==> src/rtl/booth_multiplier.sv <==
// Sequential 16x16 signed radix-2 Booth multiplier.
// Operands arrive serially on data_in (multiplicand, then multiplier).
// A 17-bit accumulator performs 16 add/subtract-and-shift iterations.
// The accumulator is one bit wider than the operands so that -32768 * -32768 is exact.
module booth_multiplier (
   input  logic [15:0] data_in,
   input  logic        clk,
   input  logic        start,
   output logic [31:0] result,
   input  logic        rst,
   output logic        done
);

   localparam int unsigned OP_W   = 16;
   localparam int unsigned ACC_W  = OP_W + 1;
   localparam int unsigned PROD_W = 2 * OP_W;
   localparam int unsigned CNT_W  = 5;

   typedef enum logic [2:0] {
      IDLE,
      LOAD_M,
      LOAD_Q,
      CALC,
      DONE
   } state_t;

   state_t             state;
   state_t             next_state;

   logic [ACC_W-1:0]   acc;
   logic [ACC_W-1:0]   mcand;
   logic [OP_W-1:0]    mplier;
   logic               q_1;
   logic [CNT_W-1:0]   count;

   logic [ACC_W-1:0]   acc_sum;
   logic [ACC_W-1:0]   acc_shift;
   logic [OP_W-1:0]    mplier_shift;
   logic               last_iter;

   // State register
   always_ff @(posedge clk or posedge rst) begin
      if (rst) begin
         state <= IDLE;
      end else begin
         state <= next_state;
      end
   end

   // Next-state logic; the 16th iteration is the CALC cycle where count is 1
   always_comb begin
      next_state = state;
      last_iter  = 1'b0;
      case (state)
         IDLE: begin
            if (start) begin
               next_state = LOAD_M;
            end
         end
         LOAD_M: next_state = LOAD_Q;
         LOAD_Q: next_state = CALC;
         CALC: begin
            if (count == CNT_W'(1)) begin
               last_iter  = 1'b1;
               next_state = DONE;
            end
         end
         DONE:    next_state = IDLE;
         default: next_state = IDLE;
      endcase
   end

   // Booth step: add/subtract the multiplicand, then arithmetic-shift {A,Q,q_1} right by one
   always_comb begin
      acc_sum = acc;
      case ({mplier[0], q_1})
         2'b01:   acc_sum = acc + mcand;
         2'b10:   acc_sum = acc - mcand;
         default: acc_sum = acc;
      endcase
      acc_shift    = {acc_sum[ACC_W-1], acc_sum[ACC_W-1:1]};
      mplier_shift = {acc_sum[0], mplier[OP_W-1:1]};
   end

   // Datapath registers: operand capture, iteration state and counter
   always_ff @(posedge clk or posedge rst) begin
      if (rst) begin
         acc    <= '0;
         mcand  <= '0;
         mplier <= '0;
         q_1    <= 1'b0;
         count  <= '0;
      end else begin
         case (state)
            LOAD_M: begin
               mcand <= {data_in[OP_W-1], data_in};
            end
            LOAD_Q: begin
               mplier <= data_in;
               acc    <= '0;
               q_1    <= 1'b0;
               count  <= CNT_W'(OP_W);
            end
            CALC: begin
               acc    <= acc_shift;
               mplier <= mplier_shift;
               q_1    <= mplier[0];
               count  <= count - CNT_W'(1);
            end
            default: begin
               acc <= acc;
            end
         endcase
      end
   end

   // Product register (updated only on the completing iteration) and registered done flag
   always_ff @(posedge clk or posedge rst) begin
      if (rst) begin
         result <= '0;
         done   <= 1'b0;
      end else begin
         done <= (next_state == DONE);
         if (last_iter) begin
            result <= PROD_W'({acc_shift[OP_W-1:0], mplier_shift});
         end
      end
   end

endmodule

==> config.mk <==
export PLATFORM = sky130hd
export DESIGN_NAME = booth_multiplier
export DESIGN_NICKNAME = d
export VERILOG_FILES = /design/src/rtl/booth_multiplier.sv
export SDC_FILE = /design/constraint.sdc
export NUM_CORES = 1
export LEC_CHECK = 0
export BUFFER_PORTS_ARGS = -buffer_cell sky130_fd_sc_hd__buf_2
export CAP_MARGIN = 10
export CORE_MARGIN = 2
export CORE_UTILIZATION = 53
export CTS_CLUSTER_DIAMETER = 60
export DETAILED_ROUTE_END_ITERATION = 10
export PLACE_DENSITY = 0.72
export SLEW_MARGIN = 20
export SYNTH_ARGS = -nofsm -noshare
export SYNTH_HDL_FRONTEND = slang
export SYNTH_SLANG_ARGS = --single-unit
==> constraint.sdc <==
create_clock -name clk -period 3.3 [get_ports clk]
set_clock_uncertainty 0.2 [all_clocks]
set_input_delay 0 -clock clk [delete_from_list [all_inputs] [get_ports clk]]
set_output_delay 0 -clock clk [all_outputs]
set_load 0.005 [all_outputs]
==> results of run 1 <==
-- worst min path at each step --
stage	cells after the start	from	end
5_1_grt	3	rst	done$_DFF_PP0_
6_report	3	rst	done$_DFF_PP0_
2_1_floorplan	2	data_in[0]	mcand[0]$_DFFE_PP0P_
3_5_place_dp	2	rst	done$_DFF_PP0_
3_3_place_gp	2	rst	done$_DFF_PP0_
4_1_cts	3	rst	done$_DFF_PP0_
-- critical path: stages, from the launching register on --
cell,delay (ns)
dfrtp_1,0.38
or3_4,0.43
nor4_4,0.15
buf_4,0.17
a21oi_1,0.09
xnor2_2,0.17
ha_1,0.34
a21oi_2,0.20
buf_4,0.15
o22ai_1,0.11
a211o_4,0.32
nor3_2,0.13
mux2i_1,0.26
a32o_1,0.18
-- cells in the final DEF (no fill, tap or decap), types with 19 or more instances in the layout --
cell     count
mux2i_1     19
mux2_2      20
o21ai_0     40
buf_4       47
nor2_1      28
nand2_1    105
dfrtp_1     90
xnor2_1     21
buf_2       51
-- metal layers --
layer  vias to the layer above  part of all wire (%)  global-route usage (%)
met5                         -                     0                       0
met4                         0                  0.98                    4.11
met3                         9                   4.5                    4.36
met2                        96                    49                    39.4
met1                      1925                    46                    34.0
li1                       1961                     -                       -
-- flip-flops by register name (all words and copies together) (netlist names) --
register  count
result       32
acc          16
mcand        16
mplier       16
count         5
state         3
done          1
q_1           1
-- what timing repair did --
| action | CTS | global route |
|---|---|---|
| hold buffers | 18 | 0 |
| endpoints found under the hold margin | 76 | 0 |
| endpoints found under the setup margin | 11 | 17 |
| buffers inserted | 0 | 7 |
| resized for setup | 8 | 44 |
| pin swaps | 5 | 24 |
-- logic make-up (layout without fill, tap and decap cells) --
group / count (synthesis) / after routing / share of synthesized area [%]
mux: 41 / 41 / 9.13
fa+ha+maj: 21 / 21 / 5.63
buf+inv: 38 / 148 / 3.05
xor+xnor: 26 / 26 / 4.75
flops: 90 / 90 / 46.9
compound gates: 115 / 115 / 14.7
simple gates: 175 / 175 / 15.8
-- area by class of cell --
type	instances	area [sq um]	share of cell area, %
multi-input combinational	378	2600	43.2
sequential	90	2250	37.4
timing repair buffer	118	820	13.6
tap	108	135	2.24
clock buffer	9	124	2.06
inverter	17	65.1	1.08
clock inverter	4	22.5	0.374
-- metrics by stage --
stage / utilization (%) / hold WS, ns
final: 68.7 / 0.0975
after detailed placement: 62.2 / -0.0426
after global placement: 62.2 / -0.0519
after floorplan: - / -0.0832
after global routing: 68.7 / 0.159
after CTS: 66.3 / 0.112
==> key figures, run 1 <==
Die
  • Full die area: 9830 sq um
  • Die height: 99.2 um
  • Initial cell density of the core: between 50% and 60%
  • Die Wd: slightly below 100 um
  • Core area: ~8800 sq um
  • Top Ports: 52
  • Site Rows: 34

Placement
  • Routability cong.: ~0.87
  • Placed Cells incl. Taps: 687
  • Placed inst area: 5450 sq um
  • Dpl hpwl: around 8000 um
  • Pre-CTS WS: -0.114 ns
  • I/O Buffers: 51

CTS
  • Root Buffer: clkbuf_8
  • Num CTS Buffers: 9
  • CTS max path bufs: 2
  • Worst-path clk slew: 0.08 ns
  • Htree depth: 3
  • CTS sink count: 90
  • Clock Latency Late Sink: roughly 0.35 ns
  • CTS tree: done

Global routing
  • Largest net degree at the start of global routing: between 50 and 60
  • Vias in the first global route: between 3,000 and 4,000
  • First-pass GRT wire length: 18,900 um
  • Initial antenna violation count: 0
  • GRT Resource Usage Total: a little under a quarter
  • GRT overflow: 0

Setup path
  • Setup crit start kind: flop
  • Worst-path fanout max: 4
  • CP Class: reg2reg
  • Crit. End Element: flop
  • Crit path from: mcand[2]$_DFFE_PP0P_
  • Required time worst endpoint: 3.39 ns
  • Crit path DAT: approximately 3.4 ns
  • Reg2Reg Setup Slack: -0.04 ns
  • R2R depth: 13
  • Worst r2r src: mcand[2]$_DFFE_PP0P_
  • Critical R2R Capture: acc[12]$_DFFE_PP0P_
  • Setup crit end: acc[12]$_DFFE_PP0P_

Flow run
  • MaxCap Viol Count: 0

STA
  • Fmax: between 200 and 300 MHz
  • Final hold violation count: 0
  • Setup TNS: -0.137 ns
  • Tcrit/Tclk final: 101%
  • Slew margin rel.: about half
  • RSZ-0062 raised after global routing: true
  • Worst slew pin tran: 0.775 ns
  • Slew Viols, Final: 0
  • Crit path time final: around 3.3 ns
  • Final worst slack: -0.0416 ns
  • Setup violators final: 5

Logic synthesis
  • Synth Register Bits: 90
  • Synth top area share: between 40% and 50%
  • Sequential cell area fraction in the yosys report: between 40% and 50%
  • Number of synthesized flops with an enable pin: 0
  • Post-synthesis instance total: roughly 510
  • Async SR Flop Fraction: 100%
  • Most used DFF post-synth: dfrtp_1
  • Synthesis warning total: 0
  • Avg Cell Area, Syn: about 9.5 sq um
  • Yosys cell types: 54
  • Synthesized area: approximately 4800 sq um
  • Top-count cell post-synth: nand2_1
  • Top cells by area, synth: dfrtp_1 (47%), nand2_1 (8.3%), ha_1 (5.2%), o21ai_0 (5.0%), mux2_2 (4.9%)
  • Post-synth top cells: nand2_1 (106), dfrtp_1 (90), o21ai_0 (48)
  • Syn Nets: approximately 550
  • Cell accounting for the most synthesized area: dfrtp_1

Status
  • Status: finished, violations left
  • Failing checks: negative setup slack

Route
  • Wirelength per Cell: approximately 16 um
  • First DRT Iteration DRCs: around 140
  • Final wirelength: ~11,000 um
  • Detail Route Antenna Nets: 0
  • DRC: 0
  • DRT Pass-1 Iters: 4
  • Via count: around 4,000
  • Vias/cell: ~5.5

Cells and area
  • Filler Cells Inserted: ~730
  • Area grow syn2layout: 25.5%
  • N_diodes: 0
  • Layout Cells excl Fill: approximately 720
  • Final Cell Area: 6020 sq um
  • Layout Nets: about 650
  • Share of layout cells above drive strength 1: 28.4%

Worst hold path
  • Worst Hold Class: in2async
Power of run 1 is left out: the tool's default activity adds up to more than one toggle a clock period on the data nets, which glitch-free logic cannot reach.
==> run 2: changes to the inputs <==
- CELL_PAD_IN_SITES_DETAIL_PLACEMENT: unset -> 1
- CELL_PAD_IN_SITES_GLOBAL_PLACEMENT: unset -> 1
- CORE_UTILIZATION: 53 -> 41
==> run 2 against run 1 <==
Critical path type unchanged. Core utilization decreased by 15 points. Final cell count increased by 3.9%. Maximum frequency about the same. Worst setup slack got worse by 0.0027 ns. First-iteration DRC count increased by 4.3%. Sequential cell count unchanged. Critical endpoint is now acc[15]$_DFFE_PP0P_. The run still ends with negative setup slack left.
==> key figures, run 2 (synthesized netlist as in run 1, its figures left out) <==
Cells and area
  • Area grow syn2layout: 27.5%
  • Commonest non-fill, non-tap cell in the layout: nand2_1
  • Filler Cells Inserted: 1,319 (+81%)
  • Layout Cells excl Fill: 752 (+3.9%)
  • Most frequent cells in the layout: nand2_1 (106), dfrtp_1 (90), buf_2 (51)
  • Reg with most FFs: result
  • N_diodes: 0 (unchanged)
  • Max reg flops: 32 (unchanged)
  • Share of layout cells above drive strength 1: 27.1% (-1.3 points)
  • Layout Nets: 644 (-1.5%)
  • Fin util: 53.6% (-15 points)

STA
  • Final hold violation count: 0 (unchanged)
  • Slew Viols, Final: 0 (unchanged)
  • Slew margin rel.: 40.3% (-8.1 points)
  • Fin Hold WS: 0.143 ns (+0.0454 ns)
  • Fmax: 299 MHz (about the same)
  • Tcrit/Tclk final: 101% (about the same)
  • Crit path time final: 3.34 ns (+0.00273 ns)
  • Final worst slack: -0.0444 ns (-0.00273 ns)
  • Worst slew pin tran: 0.896 ns (+0.121 ns)
  • Setup violators final: 2 (-3)
  • RSZ-0062 raised after global routing: true

Route
  • DRC: 0 (unchanged)
  • Via count: 4,019 (+0.70%)
  • Wirelength per Cell: 17.0 um (+7.6%)
  • Final wirelength: 12,800 um (+12%)
  • Vias/cell: 5.34 (-3.0%)
  • First DRT Iteration DRCs: 147 (+4.3%)
  • Detail Route Antenna Nets: 0 (unchanged)
  • DRT Pass-1 Iters: 4 (unchanged)

Setup path
  • R2R depth: 13 (unchanged)
  • Worst r2r src: mcand[3]$_DFFE_PP0P_
  • Crit. End Element: flop
  • CP peak stage delay: 0.43 ns (about the same)
  • Required time worst endpoint: 3.39 ns (about the same)
  • CP Class: reg2reg
  • Worst-path fanout max: 5 (+1)
  • Reg2Reg Setup Slack: -0.04 ns (about the same)
  • Crit path DAT: 3.44 ns (about the same)
  • Critical path's slowest cell: or4_4
  • CP cell instances: or3_4 -> nor4_4 -> and3_4 -> nor2_2 -> xnor2_1 -> ha_1 -> nand3_1 -> a21boi_2 -> a311oi_2 -> o21ai_2 -> xnor2_2 -> or4_4 -> nand3_2
  • Setup crit start kind: flop
  • Critical R2R Capture: acc[15]$_DFFE_PP0P_

Placement
  • I/O Buffers: 51 (unchanged)
  • Placed Cells incl. Taps: 715 (+4.1%)
  • Routability cong.: 0.931 (+7.3%)
  • Dpl hpwl: 8700 um (+9.6%)

CTS
  • Num CTS Buffers: 9 (unchanged)
  • CTS max path bufs: 2 (unchanged)
  • Worst-path clk slew: 0.07 ns (about the same)
  • CTS tree: done
  • Clock Latency Late Sink: 0.36 ns (about the same)
  • CTS sink count: 90 (unchanged)
  • Htree depth: 3 (unchanged)
  • Root Buffer: clkbuf_16

Die
  • Top Ports: 52 (unchanged)
  • Site Rows: 39 (+15%)
  • Core area: 11,400 sq um (+30%)
  • Full die area: 12,600 sq um (+28%)
  • Die height: 112 um (+13%)
  • Initial cell density of the core: 42.0% (-13 points)
  • Die Wd: 112 um (+13%)

Status
  • Failing checks: negative setup slack
  • Status: finished, violations left

Flow run
  • MaxCap Viol Count: 0 (unchanged)

Global routing
  • First-pass GRT wire length: 21,700 um (+15%)
  • Vias in the first global route: 4,306 (+11%)
  • GRT Resource Usage Total: 21.7% (-2.2 points)
  • Initial antenna violation count: 0 (unchanged)
  • GRT overflow: 0 (unchanged)
  • Largest net degree at the start of global routing: 52 (unchanged)

Worst hold path
  • Worst Hold Class: in2async
## run 2: worst max path at each step
stage	slack, ns	endpoint	depth (start not counted)	start
floorplan	0.05	acc[13]$_DFFE_PP0P_	11	q_1$_DFFE_PP0P_
global placement	0.02	acc[12]$_DFFE_PP0P_	12	mcand[3]$_DFFE_PP0P_
detailed placement	-0.19	acc[15]$_DFFE_PP0P_	12	mcand[3]$_DFFE_PP0P_
CTS	-0.14	acc[15]$_DFFE_PP0P_	12	mcand[3]$_DFFE_PP0P_
global route	-0.19	result[26]$_DFFE_PP0P_	13	mplier[0]$_DFFE_PP0P_
finish	-0.04	acc[15]$_DFFE_PP0P_	13	mcand[3]$_DFFE_PP0P_
## run 2: repair_timing
item,4_1_cts,5_1_grt
pin swaps,10,14
hold buffers,18,0
gates resized for setup,21,18
endpoints found under the setup margin,11,17
setup buffers,1,2
hold endpoints to repair,82,0
## run 2: critical path: cells and delay by family (launching register included)
kind | cells | cell delay (ns)
AOI/OAI and AO/OA | 3 | 0.45
and+or+nand+nor | 7 | 1.59
xor gates and xnor gates | 2 | 0.29
DFF | 1 | 0.39
adders and majority gates | 1 | 0.36
## run 2: routing by layer
metal	wire length (um)	global-route usage, %	up-vias
li1	-	-	1953
met1	5830	28.3	1977
met2	6100	34.8	69
met3	419	3.73	20
met4	437	11.7	0
met5	0	0	-
## run 2: area by class of cell
class                      count  area (sq um)  share of cell area, %
inverter                      17          65.1                   1.06
tap                          143           179                   2.93
sequential                    90          2250                   36.8
timing repair buffer         108           732                   12.0
clock buffer                  11           243                   3.97
multi-input combinational    378          2560                   41.9
clock inverter                 5          85.1                   1.39
## run 2: per-stage QoR
step | cell area, sq um | setup TNS (ns) | setup slack [ns]
finish | 6120 | -0.0561 | -0.0444
global route | 6120 | -1.24 | -0.187
CTS | 6030 | -0.260 | -0.141
detailed placement | 5430 | -1.03 | -0.188
global placement | 5430 | 0 | 0.0233
floorplan | 4800 | 0 | 0.0534
Power of run 2 is left out for the same reason.
